### src/rtl/spec_ras_pkg.sv
// rtl/spec_ras_pkg.sv - op encodings and history-record sizing for spec_ras
package spec_ras_pkg;

  localparam logic [1:0] OP_NONE = 2'd0;
  localparam logic [1:0] OP_PUSH = 2'd1;
  localparam logic [1:0] OP_POP  = 2'd2;
  localparam logic [1:0] OP_REPL = 2'd3;

  function automatic logic [1:0] op_code(input logic push, input logic pop);
    return {pop, push};
  endfunction

  // record = {v, ptr, cnt, w, widx, wold}
  function automatic int rec_bits(input int xlen, input int depth);
    return 2 + 2 * $clog2(depth) + ($clog2(depth) + 1) + xlen;
  endfunction

endpackage

### src/rtl/spec_ras_hist_stage.sv
// rtl/spec_ras_hist_stage.sv - one speculative history register with shift/hold/clear
module spec_ras_hist_stage #(
  parameter int W = 8
) (
  input  logic         clk,
  input  logic         rst,
  input  logic         shift,
  input  logic         clear,
  input  logic [W-1:0] d,
  output logic [W-1:0] q
);

  always_ff @(posedge clk) begin
    if (rst || clear) q <= '0;
    else if (shift)   q <= d;
  end

endmodule

### src/rtl/spec_ras.sv
// rtl/spec_ras.sv - speculative return-address stack; rollback built when SPEC_RAS_ROLLBACK_EN is defined
module spec_ras
  import spec_ras_pkg::*;
#(
  parameter int XLEN  = 32,
  parameter int DEPTH = 8,
  parameter int HIST  = 2
) (
  input  logic                   clk,
  input  logic                   rst,
  input  logic                   push,
  input  logic                   pop,
  input  logic [XLEN-1:0]        push_data,
  input  logic                   stall,
  input  logic                   flush,
  output logic [XLEN-1:0]        top_data,
  output logic                   top_valid,
  output logic [$clog2(DEPTH):0] count,
  output logic                   overflow,
  output logic                   underflow
);

  localparam int PW = $clog2(DEPTH);
  localparam int CW = PW + 1;

  if (DEPTH < 2 || (DEPTH & (DEPTH - 1)) != 0 || HIST < 1) begin : g_bad_param
    $error("spec_ras: DEPTH must be a power of two >= 2 and HIST >= 1");
  end

  logic [XLEN-1:0] mem [DEPTH];
  logic [PW-1:0]   tp, tp_n, widx;
  logic [CW-1:0]   cnt_q, cnt_n;
  logic [1:0]      op;
  logic            empty, full, wen, ovf_n, unf_n;

  assign op    = (!stall && !flush) ? op_code(push, pop) : OP_NONE;
  assign empty = (cnt_q == '0);
  assign full  = (cnt_q == CW'(DEPTH));

  always_comb begin
    tp_n  = tp;
    cnt_n = cnt_q;
    widx  = tp;
    wen   = 1'b0;
    ovf_n = 1'b0;
    unf_n = 1'b0;
    case (op)
      OP_PUSH: begin
        tp_n  = tp + 1'b1;
        widx  = tp + 1'b1;
        wen   = 1'b1;
        cnt_n = full ? cnt_q : cnt_q + 1'b1;
        ovf_n = full;
      end
      OP_POP: begin
        if (empty) unf_n = 1'b1;
        else begin
          tp_n  = tp - 1'b1;
          cnt_n = cnt_q - 1'b1;
        end
      end
      OP_REPL: begin
        wen = 1'b1;
        // replace on an empty stack degrades to a push but still flags underflow
        if (empty) begin
          tp_n  = tp + 1'b1;
          widx  = tp + 1'b1;
          cnt_n = CW'(1);
          unf_n = 1'b1;
        end
      end
      default: ;
    endcase
  end

`ifdef SPEC_RAS_ROLLBACK_EN
  localparam int RW     = rec_bits(XLEN, DEPTH);
  localparam int O_WIDX = XLEN;
  localparam int O_W    = XLEN + PW;
  localparam int O_CNT  = O_W + 1;
  localparam int O_PTR  = O_CNT + CW;
  localparam int O_V    = O_PTR + PW;

  logic [HIST-1:0][RW-1:0] hq, hd;
  logic [RW-1:0]           rec_new;
  logic                    rb_any;
  logic [PW-1:0]           rb_tp;
  logic [CW-1:0]           rb_cnt;

  assign rec_new = {op != OP_NONE, tp, cnt_q, wen, widx, mem[widx]};

  for (genvar k = 0; k < HIST; k++) begin : g_hist
    if (k == 0) begin : g_head
      assign hd[k] = rec_new;
    end else begin : g_tail
      assign hd[k] = hq[k-1];
    end
    spec_ras_hist_stage #(.W(RW)) u_stage (
      .clk   (clk),
      .rst   (rst),
      .shift (!stall && !flush),
      .clear (flush),
      .d     (hd[k]),
      .q     (hq[k])
    );
  end

  // the oldest valid stage holds the pre-speculation pointer and count
  always_comb begin
    rb_any = 1'b0;
    rb_tp  = tp;
    rb_cnt = cnt_q;
    for (int k = 0; k < HIST; k++) begin
      if (hq[k][O_V]) begin
        rb_any = 1'b1;
        rb_tp  = hq[k][O_PTR +: PW];
        rb_cnt = hq[k][O_CNT +: CW];
      end
    end
  end
`endif

  always_ff @(posedge clk) begin
    if (rst) begin
      tp        <= '0;
      cnt_q     <= '0;
      overflow  <= 1'b0;
      underflow <= 1'b0;
      for (int k = 0; k < DEPTH; k++) mem[k] <= '0;
    end else begin
      overflow  <= ovf_n;
      underflow <= unf_n;
      tp        <= tp_n;
      cnt_q     <= cnt_n;
      if (wen) mem[widx] <= push_data;
`ifdef SPEC_RAS_ROLLBACK_EN
      if (flush) begin
        if (rb_any) begin
          tp    <= rb_tp;
          cnt_q <= rb_cnt;
        end
        // youngest to oldest so the oldest restore of a shared slot lands last
        for (int k = 0; k < HIST; k++) begin
          if (hq[k][O_V] && hq[k][O_W]) mem[hq[k][O_WIDX +: PW]] <= hq[k][XLEN-1:0];
        end
      end
`endif
    end
  end

  assign top_data  = mem[tp];
  assign top_valid = (cnt_q != '0);
  assign count     = cnt_q;

endmodule

### config.mk
export PLATFORM = sky130hd
export DESIGN_NAME = spec_ras
export DESIGN_NICKNAME = d
export VERILOG_FILES = /design/src/rtl/spec_ras_pkg.sv /design/src/rtl/spec_ras_hist_stage.sv /design/src/rtl/spec_ras.sv
export SDC_FILE = /design/constraint.sdc
export NUM_CORES = 1
export LEC_CHECK = 0
export CORE_ASPECT_RATIO = 1.2
export CORE_UTILIZATION = 60
export CTS_BUF_LIST = sky130_fd_sc_hd__clkbuf_4
export DETAILED_ROUTE_END_ITERATION = 7
export PLACE_DENSITY_LB_ADDON = 0.25
export SYNTH_ARGS = -nofsm -noshare
export SYNTH_HDL_FRONTEND = slang
export SYNTH_SLANG_ARGS = --single-unit
### constraint.sdc
create_clock -name clk -period 8.3 [get_ports clk]
set_input_delay 1.245 -clock clk [delete_from_list [all_inputs] [get_ports clk]]
set_output_delay 1.245 -clock clk [all_outputs]
set_load 0.01 [all_outputs]
# Word level (Yosys, flattened, before mapping)
# Memory sizes are Yosys's and may differ from the RTL's. A register that Yosys moved wholly into a read port is not among the register bits.
# Index checks and enable logic that the tools add are counted.
# classes
addsub	4
n_eq_ne	7
mux	21
bitwise	2
reduce_logical	13
# op_table
cell	count
$mux 32	1
$reduce_or 32->1	1
$mux 3	5
$mux 4	3
$pmux 4 s3	1
$pmux 3 s3	1
$mux 1	8
$reduce_or 2->1	4
$ne 2x2->1 const B	3
$pmux 3 s2	1
$add 4x1->4 const B	1
$eq 2x2->1 const B	2
$eq 4x4->1 const B	1
$logic_not 4->1	1
$reduce_and 4->1	1
$reduce_bool 4->1	1
$sub 4x1->4 const B	1
$add 3x1->3 const B	1
$reduce_bool 3->1	1
$sub 3x1->3 const B	1
$eq 2x1->1 const B	1
$logic_not 1->1	2
$mux 2	1
$not 1->1	2
other kinds (2)	2
# totals
ff_bits	9
ramBits	256
output_inout_bits	39
elab_cells	52
mem_count	1
# mem_list
memory	words	word_bits	rd	rd_ports_with_merged_regs	wr	line	text
mem	8	32	1	1	8	spec_ras.sv:30	logic [XLEN-1:0] mem [DEPTH];

# Logic depth before layout (Yosys ltp)
# Gate-level depths: netlist of run 1.
# logic_depth
depth_word	11
mapped_depth	9

# Worst setup path before layout of run 1
# Ideal clock, no wire load.
# synth_path
path_type	input to register
start	in flush
end	mem mem[3][0] (enable)
setup_time_ps	388
arrival_time_ps	3162
path_slack_ps	4750
cell_stages	6
cell_sequence	nor3b_1 > nand2_4 > mux2i_4 > buf_6 > nor2_1 > a21o_1
# synth_lines
element	line	text
start: declaration	spec_ras.sv:15	input logic flush,
end: declaration	spec_ras.sv:30	

==> results.txt, run 1 <==
post-route ant nets - 0
Clock Latency Late Sink - 690 ps
status - finished clean
IO buf count - 76
Die Y - 160 um
Final Hold Vio Count - 0
Iteration-0 DRC Markers - 750
H-tree Lvls - 2
largest net degree at the start of global routing - 129
total global-route track usage - 0.260
post-route setup TNS - 0 ps
most common cell in the netlist - and3_1
asr flop ratio synth - 0
leakage power - 5.88 nW
mean post-synth cell area - 15.5 sq um
post-DP HPWL - 14,500 um
hold slack - 617 ps
fin crit share - 0.574
synth cell count leaders - 260 x and3_1, 256 x edfxtp_1, 64 x mux4_2
drt pass-1 iters - 5
final setup vio count - 0
Die Wd - 133 um
Critical Path Start Type - register
PD cells - 201 nW/um^2
Core Rows - 57
Vias - 7,474
Synth Register Bits - 268
worst vdd ir - 119 uV
Core Box Area - 20,300 sq um
Clk pin slew, worst setup/hold paths - 70 ps
cells after synthesis - 804
max cap viols - 0
Synth Warn # - 0
postcts setup bufs - 0
sequential area share after synthesis - 0.638
Worst EP required - 7050 ps
syn_nets - 846
IO Pins - 77
Main synth FF type - edfxtp_1
final wirelength - 26,400 um
post-synthesis cell area - 12,400 sq um
DP Area - 13,200 sq um
vias in the first global route - 7,857
total CTS buffers - 61
top post-synthesis cells by area - edfxtp_1 62%, and3_1 13%, mux4_2 12%, mux2_2 2.9%, dfxtp_1 1.9%
CP Max Fanout - 39
CTS Hold Bufs - 0
Synth top area share - 0.618
RSZ-0062 raised after global routing - false
Slew headroom - 0.230
GP Congestion - 0.815
Worst Max-Slew Pin Slew - 1150 ps
max frequency - 210 MHz
initial antenna violation count - 1
Layout Nets - 915
first-pass GRT wire length - 42,300 um
Initial Util - 0.614
Worst setup EP type - output pin
Vias/cell - 6.31
design area - 14,000 sq um
Slew Viols, Final - 0
grt ovf - 0
CTS tree - yes
post_cts resized - 0
area delta synth->final - 12.5%
post-synth cell types - 47
WL/cell - 22.3 um
CP Class - reg2out
number of flops mapped to enable cells by yosys - 256
CTS sink cnt - 268
layout cells sized above 1 - 0.235
clk root buf - clkbuf_4
Longest Clk Path Bufs - 3
post-synth top area cell - edfxtp_1
DRC viols - 0
clock skew - 32.0 ps
hold crit path type - reg2reg
Finished Core Util - 0.690
Final min period - 4760 ps
crit path DAT - 3520 ps
Die Area - 21,300 sq um
[cell families (layout without fill, tap and decap cells)]
group           count (synthesis)  count (layout)  synth area share
compound gates                 31              31            0.0191
fa+ha+maj                       4               4           0.00403
buf+inv                        88             202            0.0341
mux                            99              99             0.149
simple gates                  309             309             0.153
flops                         268             268             0.638
other cells                     0               1                 0
xor+xnor                        5               5           0.00352
[critical path: stages, from the launching register on]
cell and delay (ps):
dfxtp_4 680, buf_4 730, mux4_2 620, mux2_2 300, clkdlybuf4s50_1 490
[flip-flops by register name, summed over array words and instances (netlist names), named ones only]
signal and count:
mem 256, count 4, tp 3, overflow 1, underflow 1
[layout make-up]
class,instances,area [sq um]
well taps,265,332
clock inverters,23,124
diodes,1,2.50
fillers,1375,6270
clock buffers,85,638
multi-input cells,448,4080
flip-flops and latches,268,7930
inverters,6,22.5
repair buffers,88,851
[path summary, 6_finish.rpt]
check | from | end | slack [ps] | cells past startpoint
max | register | top_data[20] | 3540 | 4
min | count[3] | overflow | 620 | 2
max reg2reg | count[3] | mem[1][19] | 4620 | 6
min reg2reg | count[3] | overflow | 620 | 2
[layer usage]
metal | track usage | vias to the layer above | part of all wire
li1 | - | 3357 | -
met1 | 0.329 | 3788 | 0.40
met2 | 0.450 | 277 | 0.52
met3 | 0.0489 | 52 | 0.056
met4 | 0.0919 | 0 | 0.023
met5 | 0 | - | 0
[per-stage QoR]
stage / power, mW / setup WS (ps) / instances
after floorplan: 1.72 / 4750 / 804
after global placement: 1.82 / 3350 / 1075
after detailed placement: 1.83 / 3210 / 1075
after CTS: 2.82 / 3400 / 1183
after global routing: 2.91 / 3260 / 1184
final: 2.80 / 3540 / 1184
[power by group]
| group | switching (mW) | leakage [nW] | internal (mW) |
|---|---|---|---|
| clock | 0.499 | 0.452 | 0.505 |
| combinational | 0.136 | 2.68 | 0.117 |
| sequential | 0.0216 | 2.74 | 1.53 |
[placed cells by master, fill, tap and decap left out, types with 7 or more instances in the layout]
cell type / count
and3_1: 260
buf_4: 12
clkbuf_4: 85
clkdlybuf4s50_1: 76
clkinv_1: 15
dfxtp_1: 10
edfxtp_1: 256
mux2_2: 32
mux4_2: 64
nand2_1: 12
nor2_1: 10
o21ai_0: 7
No activity file was read; power rests on OpenSTA's default activity.
==> inputs of run 2 (changes only) <==
- CORE_UTILIZATION: 60 -> 56
- clock period: 8.3 -> 4.1 ns (I/O delays scaled with it)
==> run 2 against run 1 <==
Worst hold slack better by 13 ps. Global-route usage is 1.7 points lower. Worst setup slack lost 3000 ps. Final area up 1.8%. Non-clock buffer count up 15. Final cell count grew 2.2%. Critical path depth stayed put. Clock-buffer cell count grew 7.
==> results.txt, run 2 (synthesis results as in run 1) <==
drt pass-1 iters - 5 (unchanged)
post-route ant nets - 0 (unchanged)
CP Max Fanout - 59 (+51%)
most frequent cells in the layout - 260 x and3_1, 256 x edfxtp_1, 92 x clkbuf_4, 76 x clkdlybuf4s50_1, 64 x mux4_2
clock skew - 27.9 ps (-4.13 ps)
Top reg by flops - mem
most common cell after layout, fill and taps aside - and3_1
Longest Clk Path Bufs - 3 (unchanged)
worst vdd ir - 227 uV (+90%)
CTS tree - yes
hold slack - 630 ps (+12.7 ps)
clk root buf - clkbuf_4
Layout fillers - 1,549 (+13%)
total global-route track usage - 0.244 (-0.0167)
CP max-delay cell - mux4_2
register area - 7930 sq um (about the same)
Clock Latency Late Sink - 660 ps (-30 ps)
area of the multi-input gates - 4080 sq um (unchanged)
CP Class - reg2out
largest net degree at the start of global routing - 81 (-37%)
Die Y - 165 um (+3.5%)
vias in the first global route - 7,866 (+0.11%)
leakage power - 6.01 nW (+2.2%)
max reg flops - 256 (unchanged)
CP cell instances - buf_12, mux4_2, mux2_2, clkdlybuf4s50_1
WL/cell - 22.1 um (-0.71%)
fin crit share - 0.868
Vias/cell - 6.22 (-1.5%)
worst setup margin - 539 ps (-3000 ps)
WP buf/inv - 2 (unchanged)
Crit path max-delay family - multiplexers
initial antenna violation count - 2 (+1)
Critical Path Start Type - register
total CTS buffers - 66 (+8.2%)
RSZ-0062 raised after global routing - false
H-tree Lvls - 3 (+1)
Die Wd - 138 um (+3.5%)
final wirelength - 26,700 um (+1.5%)
postcts setup bufs - 0 (unchanged)
IO buf count - 76 (unchanged)
Worst setup EP type - output pin
max cap viols - 0 (unchanged)
Clk pin slew, worst setup/hold paths - 60 ps (about the same)
FF-to-FF Start - count[3]
Setup WS pre-CTS - 803 ps (-2400 ps)
Iteration-0 DRC Markers - 570 (-24%)
Final min period - 3560 ps
max frequency - 281 MHz
Final Hold Vio Count - 0 (unchanged)
Core Rows - 59 (+3.5%)
CTS sink cnt - 268 (unchanged)
final setup vio count - 0 (unchanged)
post-route setup TNS - 0 ps (unchanged)
GP Congestion - 0.796 (-2.3%)
Worst path max stage delay - 580 ps (-150 ps)
status - finished clean
Initial Util - 0.573 (-0.0410)
Worst EP required - 3480 ps (-3570 ps)
HP Start - count[3]
IO Pins - 77 (unchanged)
area delta synth->final - 14.5%
DRC viols - 0 (unchanged)
post_cts resized - 0 (unchanged)
first-pass GRT wire length - 42,300 um (about the same)
Finished Layout Cells - 1,210 (+2.2%)
Worst Max-Slew Pin Slew - 1010 ps (-141 ps)
Core Box Area - 21,700 sq um (+7.2%)
CTS Hold Bufs - 0 (unchanged)
grt ovf - 0 (unchanged)
post-DP HPWL - 15,200 um (+4.8%)
Cells after DPL - 1,099 (+2.2%)
PD cells - 413 nW/um^2 (+110%)
Die Area - 22,800 sq um (+7.0%)
layout cells sized above 1 - 0.253 (+0.0174)
crit path DAT - 2950 ps (-570 ps)
Slew Viols, Final - 0 (unchanged)
Layout Nets - 935 (+2.2%)
Slew headroom - 0.324 (+0.0939)
hold crit path type - reg2reg
Vias - 7,522 (+0.64%)
[run 2: cell types whose count changed in the layout (fill, tap and decap cells not counted)]
| cell | change |
|---|---|
| buf_12 | +4 |
| dfxtp_1 | -1 |
| clkinvlp_4 | -1 |
| clkinv_2 | -6 |
| clkbuf_4 | +7 |
| bufinv_16 | +2 |
| inv_2 | +2 |
| buf_4 | +11 |
| clkinv_1 | -3 |
| diode_2 | +1 |
| dfxtp_2 | +1 |
[run 2: where the power goes]
| group | switching, mW | total [mW] | internal, mW | leakage (nW) |
|---|---|---|---|---|
| Clock | 0.994 | 2.21 | 1.22 | 0.493 |
| Combinational | 0.282 | 0.531 | 0.249 | 2.77 |
| Sequential | 0.0387 | 3.13 | 3.09 | 2.74 |
[run 2: final timing paths]
check / endpoint / slack, ps / cells after the start
worst max-delay path: top_data[31] / 540 / 4
worst min register to register: overflow / 630 / 2
worst max register to register: mem[7][2] / 1230 / 6
worst min-delay path: overflow / 630 / 2
[run 2: per-stage QoR]
step	power (mW)	cell area [sq um]	utilization
finish	5.87	14200	0.656
global route	6.10	14200	0.656
CTS	5.93	14200	0.656
detailed placement	3.72	13400	0.617
global placement	3.70	13400	0.617
floorplan	3.49	12400	-
[run 2: worst register-to-register path, stage by stage (launching register included)]
cell     delay, ps
dfxtp_1        410
o41ai_4        770
o21ai_0        200
o21ai_0        190
and2_2         630
buf_4          320
and3_1         200
[run 2: layout make-up]
| type | instances | area share |
|---|---|---|
| sequential | 268 | 0.557 |
| multi-input combinational | 448 | 0.287 |
| timing repair buffer | 103 | 0.0712 |
| clock buffer | 92 | 0.0485 |
| tap | 274 | 0.0241 |
| clock inverter | 17 | 0.0100 |
| inverter | 6 | 0.00158 |
| antenna | 2 | 0.000352 |
[run 2: layer usage]
metal  track usage  share of wire  up-vias  wire length [um]
met4        0.0999          0.021        0               549
met3        0.0398          0.047       43              1260
met2         0.435           0.54      258             14300
met1         0.297           0.40     3821             10600
met5             0              0        -                 0
li1              -              -     3400                 -
